<file path="src/rtl/sdb_pkg.sv">
// Shared types and helpers for the sdb chunk sequencer.
package sdb_pkg;

    // Sequencer control states.
    typedef enum logic [1:0] {
        StIdle = 2'd0,
        StRun  = 2'd1,
        StDone = 2'd2
    } sdb_state_e;

    // Bit offset of chunk idx within the full-width operand.
    function automatic int unsigned chunk_offset(input int unsigned idx,
                                                 input int unsigned width);
        return idx * width;
    endfunction

endpackage

</file>
<file path="src/rtl/sdb_chunk_sequencer.sv">
// Word-serial front/back end for the sdb_inner adder. Splits a wide operand
// pair into WIDTH-bit chunks, feeds one chunk per cycle (carry chained), and
// assembles the full-width sum behind a valid/ready output.
// Optional: define SDB_CHUNK_SEQ_OVF_EN to add the out_ovf signed-overflow flag.
module sdb_chunk_sequencer
    import sdb_pkg::*;
#(
    parameter int unsigned WIDTH  = 8,
    parameter int unsigned CHUNKS = 4
) (
    input  logic                      clk,
    input  logic                      rst_n,
    input  logic                      in_valid,
    output logic                      in_ready,
    input  logic [WIDTH*CHUNKS-1:0]   in_a,
    input  logic [WIDTH*CHUNKS-1:0]   in_b,
    input  logic                      in_cin,
    output logic                      add_c_in,
    output logic [WIDTH-1:0]          add_a,
    output logic [WIDTH-1:0]          add_b,
    output logic [WIDTH-1:0]          add_p,
    input  logic [WIDTH-1:0]          add_s,
    input  logic                      add_c_out,
    output logic                      out_valid,
    input  logic                      out_ready,
    output logic [WIDTH*CHUNKS-1:0]   out_sum,
    output logic                      out_cout
`ifdef SDB_CHUNK_SEQ_OVF_EN
    ,
    output logic                      out_ovf
`endif
);

    localparam int unsigned OP_W  = WIDTH * CHUNKS;
    localparam int unsigned IDX_W = $clog2(CHUNKS);
    localparam logic [IDX_W-1:0] LAST_IDX = IDX_W'(CHUNKS - 1);
    localparam logic [OP_W-1:0]  CHUNK_MASK = {{(OP_W-WIDTH){1'b0}}, {WIDTH{1'b1}}};

    sdb_state_e       state_q, state_d;
    logic [IDX_W-1:0] idx_q, idx_d;
    logic             carry_q, carry_d;
    logic [OP_W-1:0]  a_q, a_d;
    logic [OP_W-1:0]  b_q, b_d;
    logic [OP_W-1:0]  sum_q, sum_d;
    logic             cout_q, cout_d;
`ifdef SDB_CHUNK_SEQ_OVF_EN
    logic             ovf_q, ovf_d;
`endif

    int unsigned      off;
    logic [WIDTH-1:0] a_chunk;
    logic [WIDTH-1:0] b_chunk;

    // Select the current chunk of each latched operand.
    always_comb begin
        off     = chunk_offset(32'(idx_q), WIDTH);
        a_chunk = WIDTH'(a_q >> off);
        b_chunk = WIDTH'(b_q >> off);
    end

    // Next-state, datapath updates and handshake/adder outputs.
    always_comb begin
        state_d   = state_q;
        idx_d     = idx_q;
        carry_d   = carry_q;
        a_d       = a_q;
        b_d       = b_q;
        sum_d     = sum_q;
        cout_d    = cout_q;
`ifdef SDB_CHUNK_SEQ_OVF_EN
        ovf_d     = ovf_q;
`endif
        in_ready  = 1'b0;
        out_valid = 1'b0;
        add_a     = '0;
        add_b     = '0;
        add_p     = '0;
        add_c_in  = 1'b0;

        unique case (state_q)
            StIdle: begin
                in_ready = 1'b1;
                if (in_valid) begin
                    a_d     = in_a;
                    b_d     = in_b;
                    carry_d = in_cin;
                    idx_d   = '0;
                    state_d = StRun;
                end
            end
            StRun: begin
                add_a    = a_chunk;
                add_b    = b_chunk;
                add_p    = a_chunk ^ b_chunk;
                add_c_in = carry_q;
                sum_d    = (sum_q & ~(CHUNK_MASK << off)) | (OP_W'(add_s) << off);
                carry_d  = add_c_out;
                if (idx_q == LAST_IDX) begin
                    cout_d  = add_c_out;
`ifdef SDB_CHUNK_SEQ_OVF_EN
                    // Carry into MSB xor carry out of MSB.
                    ovf_d   = a_q[OP_W-1] ^ b_q[OP_W-1] ^ add_s[WIDTH-1] ^ add_c_out;
`endif
                    idx_d   = '0;
                    state_d = StDone;
                end else begin
                    idx_d = idx_q + IDX_W'(1);
                end
            end
            StDone: begin
                out_valid = 1'b1;
                if (out_ready) begin
                    state_d = StIdle;
                end
            end
            default: begin
                state_d = StIdle;
            end
        endcase
    end

    // State and datapath registers.
    always_ff @(posedge clk or negedge rst_n) begin
        if (!rst_n) begin
            state_q <= StIdle;
            idx_q   <= '0;
            carry_q <= 1'b0;
            a_q     <= '0;
            b_q     <= '0;
            sum_q   <= '0;
            cout_q  <= 1'b0;
`ifdef SDB_CHUNK_SEQ_OVF_EN
            ovf_q   <= 1'b0;
`endif
        end else begin
            state_q <= state_d;
            idx_q   <= idx_d;
            carry_q <= carry_d;
            a_q     <= a_d;
            b_q     <= b_d;
            sum_q   <= sum_d;
            cout_q  <= cout_d;
`ifdef SDB_CHUNK_SEQ_OVF_EN
            ovf_q   <= ovf_d;
`endif
        end
    end

    assign out_sum  = sum_q;
    assign out_cout = cout_q;
`ifdef SDB_CHUNK_SEQ_OVF_EN
    assign out_ovf  = ovf_q;
`endif

endmodule
</file>
<file path="config.mk">
export PLATFORM = sky130hd
export DESIGN_NAME = sdb_chunk_sequencer
export DESIGN_NICKNAME = d
export VERILOG_FILES = /design/src/rtl/sdb_pkg.sv /design/src/rtl/sdb_chunk_sequencer.sv
export SDC_FILE = /design/constraint.sdc
export NUM_CORES = 1
export LEC_CHECK = 0
export CAP_MARGIN = 20
export CORE_ASPECT_RATIO = 0.7
export CORE_MARGIN = 3
export CORE_UTILIZATION = 43
export DETAILED_ROUTE_END_ITERATION = 7
export GPL_TIMING_DRIVEN = 0
export PLACE_DENSITY = 0.71
export SLEW_MARGIN = 5
export SYNTH_ARGS = -nofsm -noshare
export SYNTH_HDL_FRONTEND = slang
export SYNTH_SLANG_ARGS = --single-unit
</file>
<file path="constraint.sdc">
create_clock -name clk -period 3.2 [get_ports clk]
set_input_delay 0.64 -clock clk [delete_from_list [all_inputs] [get_ports clk]]
set_output_delay 0.64 -clock clk [all_outputs]
set_load 0.1 [all_outputs]
</file>
==> results.json <==
{
  "num_rows": 31,
  "start_util": 0.455,
  "ant_nets": 0,
  "critPathSlowestCell": "mux2i_1",
  "syn_area_um2": 4860,
  "drt_pass1_iterations": 7,
  "run_status": "completed",
  "hold_path.class": "input pin to async pin",
  "maxCapViolCount": 0,
  "drc_errors": 0,
  "post-route-period-util": 0.972,
  "synth_top_family_by_area": "simple AND/OR/NAND/NOR gates",
  "worstSetupPathType": "flip-flop to output port",
  "finalSetupViolations": 0,
  "seq_area_frac_synth": 0.526,
  "place_congestion": 0.845,
  "crit_fanout": 10,
  "track_usage": 0.246,
  "setup_tns_ps": 0,
  "start_kind": "flip-flop",
  "cts_tree": "done",
  "diodes": 0,
  "yosys.area_share.simple": 0.202,
  "layout-drive-gt1-share": 0.144,
  "core_area_um2": 10700,
  "syn-num-nets": 561,
  "crit_path_frequent_cell": "buf_6",
  "tightest_slew_ps": 1010,
  "rsz0062_at_grt": "no",
  "vias": 4098,
  "slew-limit-headroom": 0.322,
  "nNetsFinal": 710,
  "synth.avg_cell_area_um2": 10.1,
  "critPathMaxStageDelay_ps": 500,
  "die_area_um2": 12600,
  "viasPerCell": 5.25,
  "clkLatencyLatePin_ps": 350,
  "synth_cell_type_count": 30,
  "period_needed_ps": 3110,
  "synth_xor_area_frac": 0.0505,
  "cts.htree.levels": 3,
  "overflow": 0,
  "io_pins": 138,
  "slew_viol_final": 0,
  "hold_violations": 0,
  "wirelength_um": 15100,
  "cp_cell_sequence": "buf_6 > buf_6 > mux2i_1 > xnor2_1 > o22ai_1 > buf_2",
  "final_common_cell": "nand2_1",
  "cts_buffers": 9,
  "cts_sinks": 102,
  "path_clk_slew_ps": 70,
  "synthAdderAreaFrac": 0.0103,
  "die_y_um": 94.9,
  "clockBufferDepth": 2,
  "arrival_ps": 2470,
  "critPathTopFamily": "buffers and inverters",
  "yosys.area.top_type": "dfrtp_1",
  "synth_area_leaders": "dfrtp_1 53%, nand2_1 15%, a22o_1 5.8%",
  "port-buffer-count": 137,
  "syn2layout_area_growth_pct": 40.3,
  "critPathRequiredTime_ps": 2560,
  "grt_pass1_vias": 4160,
  "die_w_um": 133,
  "fillerInstances": 865,
  "wl_per_cell_um": 19.3,
  "grt_pass1_wl_um": 23200,
  "hpwl_um": 11000,
  "ys_warn_count": 0,
  "synth_top_area_frac": 0.526,
  "root_buffer": "clkbuf_16",
  "synth_compound_area_frac": 0.0943,
  "end_kind": "output port",
  "antenna_found_initial": 0,
  "grt_start_max_net_pins": 55,
  "crit_buf_inv": 3,
  "clock_skew_ps": 7.65,
  "drt-initial-drc-count": 339,
  "final_cell_mix": "200 x nand2_1, 111 x clkdlybuf4s50_1, 102 x dfrtp_1, 32 x a22o_1, 21 x clkdlybuf4s15_2",
  "synth.ff_latch_count": 102,
  "netlist_instances": 479,
  "synthMuxAreaShare": 0.0835,
  "max_freq_ghz": 0.322
}
==> state kept, by name, summed over array words and instances (netlist names) <==
| name | cells |
|---|---|
| a_q | 32 |
| out_sum | 32 |
| state_q | 2 |
| out_cout | 1 |
| carry_q | 1 |
| idx_q | 2 |
| b_q | 32 |
==> final timing paths <==
kind                       startpoint          end  slack, ps  depth (start not counted)
setup / recovery             idx_q[0]     add_p[4]         90                          6
hold / removal                  rst_n  out_sum[16]        350                          1
setup reg to reg             idx_q[1]   out_sum[7]       1440                          5
hold reg to reg               a_q[30]      a_q[30]        480                          2
max in group asynchronous       rst_n      b_q[27]       2170                          2
min in group clk              a_q[30]      a_q[30]        480                          2
==> per-stage QoR <==
step / area (um2) / hold slack (ps) / setup WS [ps] / utilization / instances
final: 6810 / 347 / 90.6 / 0.639 / 781
after global routing: 6810 / 386 / 7.25 / 0.639 / 781
after CTS: 6820 / 358 / 10.6 / 0.640 / 781
after detailed placement: 6480 / 462 / -373 / 0.607 / 765
after global placement: 6450 / 457 / -2260 / 0.605 / 764
after floorplan: 4900 / 344 / -110 / - / 479
==> final cells by class <==
class	instances	area, um2	share of cell area
Buffer	27	156	0.0230
Clock buffer	9	225	0.0331
Clock inverter	7	95.1	0.0140
Inverter	3	11.3	0.00165
Multi-Input combinational cell	347	2180	0.320
Sequential cell	102	2550	0.375
Tap cell	148	185	0.0272
Timing Repair Buffer	138	1410	0.206
==> per-layer routing <==
layer / global-route usage / part of all wire / wire length [um]
met1: 0.355 / 0.45 / 6870
met2: 0.363 / 0.45 / 6750
met3: 0.0729 / 0.083 / 1250
met4: 0.0657 / 0.015 / 231
met5: 0 / 0 / 0
==> cell families (layout without fill, tap and decap cells) <==
| family | Yosys count | in the layout |
|---|---|---|
| and+or+nand+nor | 233 | 233 |
| DFF | 102 | 102 |
| AOI/OAI and AO/OA | 57 | 57 |
| buffers and inverters | 30 | 184 |
| xor gates and xnor gates | 28 | 28 |
| muxes | 25 | 25 |
| adders and majority gates | 4 | 4 |
==> synth_stat cells <==
library cell    n
o21ai_0         2
inv_1           1
mux2_2          1
nor3_4          3
clkbuf_1        8
inv_2           2
nor3b_1         1
o31ai_1         2
mux4_2         11
nor3_2          1
xor2_1          8
buf_6           3
nand2_1       200
buf_2          12
nor2b_1         9
nand2b_1        2
nor2_1          5
and2_1          9
buf_4           4
mux4_1          1
or3b_1          1
dfrtp_1       102
a211oi_1       16
a22o_1         32
xnor2_1        20
o22ai_1         4
nand3_1         2
ha_1            4
mux2i_1        12
a22oi_1         1
==> timing repair <==
item / in CTS / in global routing
gates resized for setup: 79 / 9
pin swaps: 0 / 0
hold buffers: 0 / 0
buffers inserted: 0 / 0
gates cloned: 0 / 0
setup endpoints to repair: 25 / 7
Power is left out: the tool's default activity adds up to more than one toggle a clock period on the data nets, which glitch-free logic cannot reach.
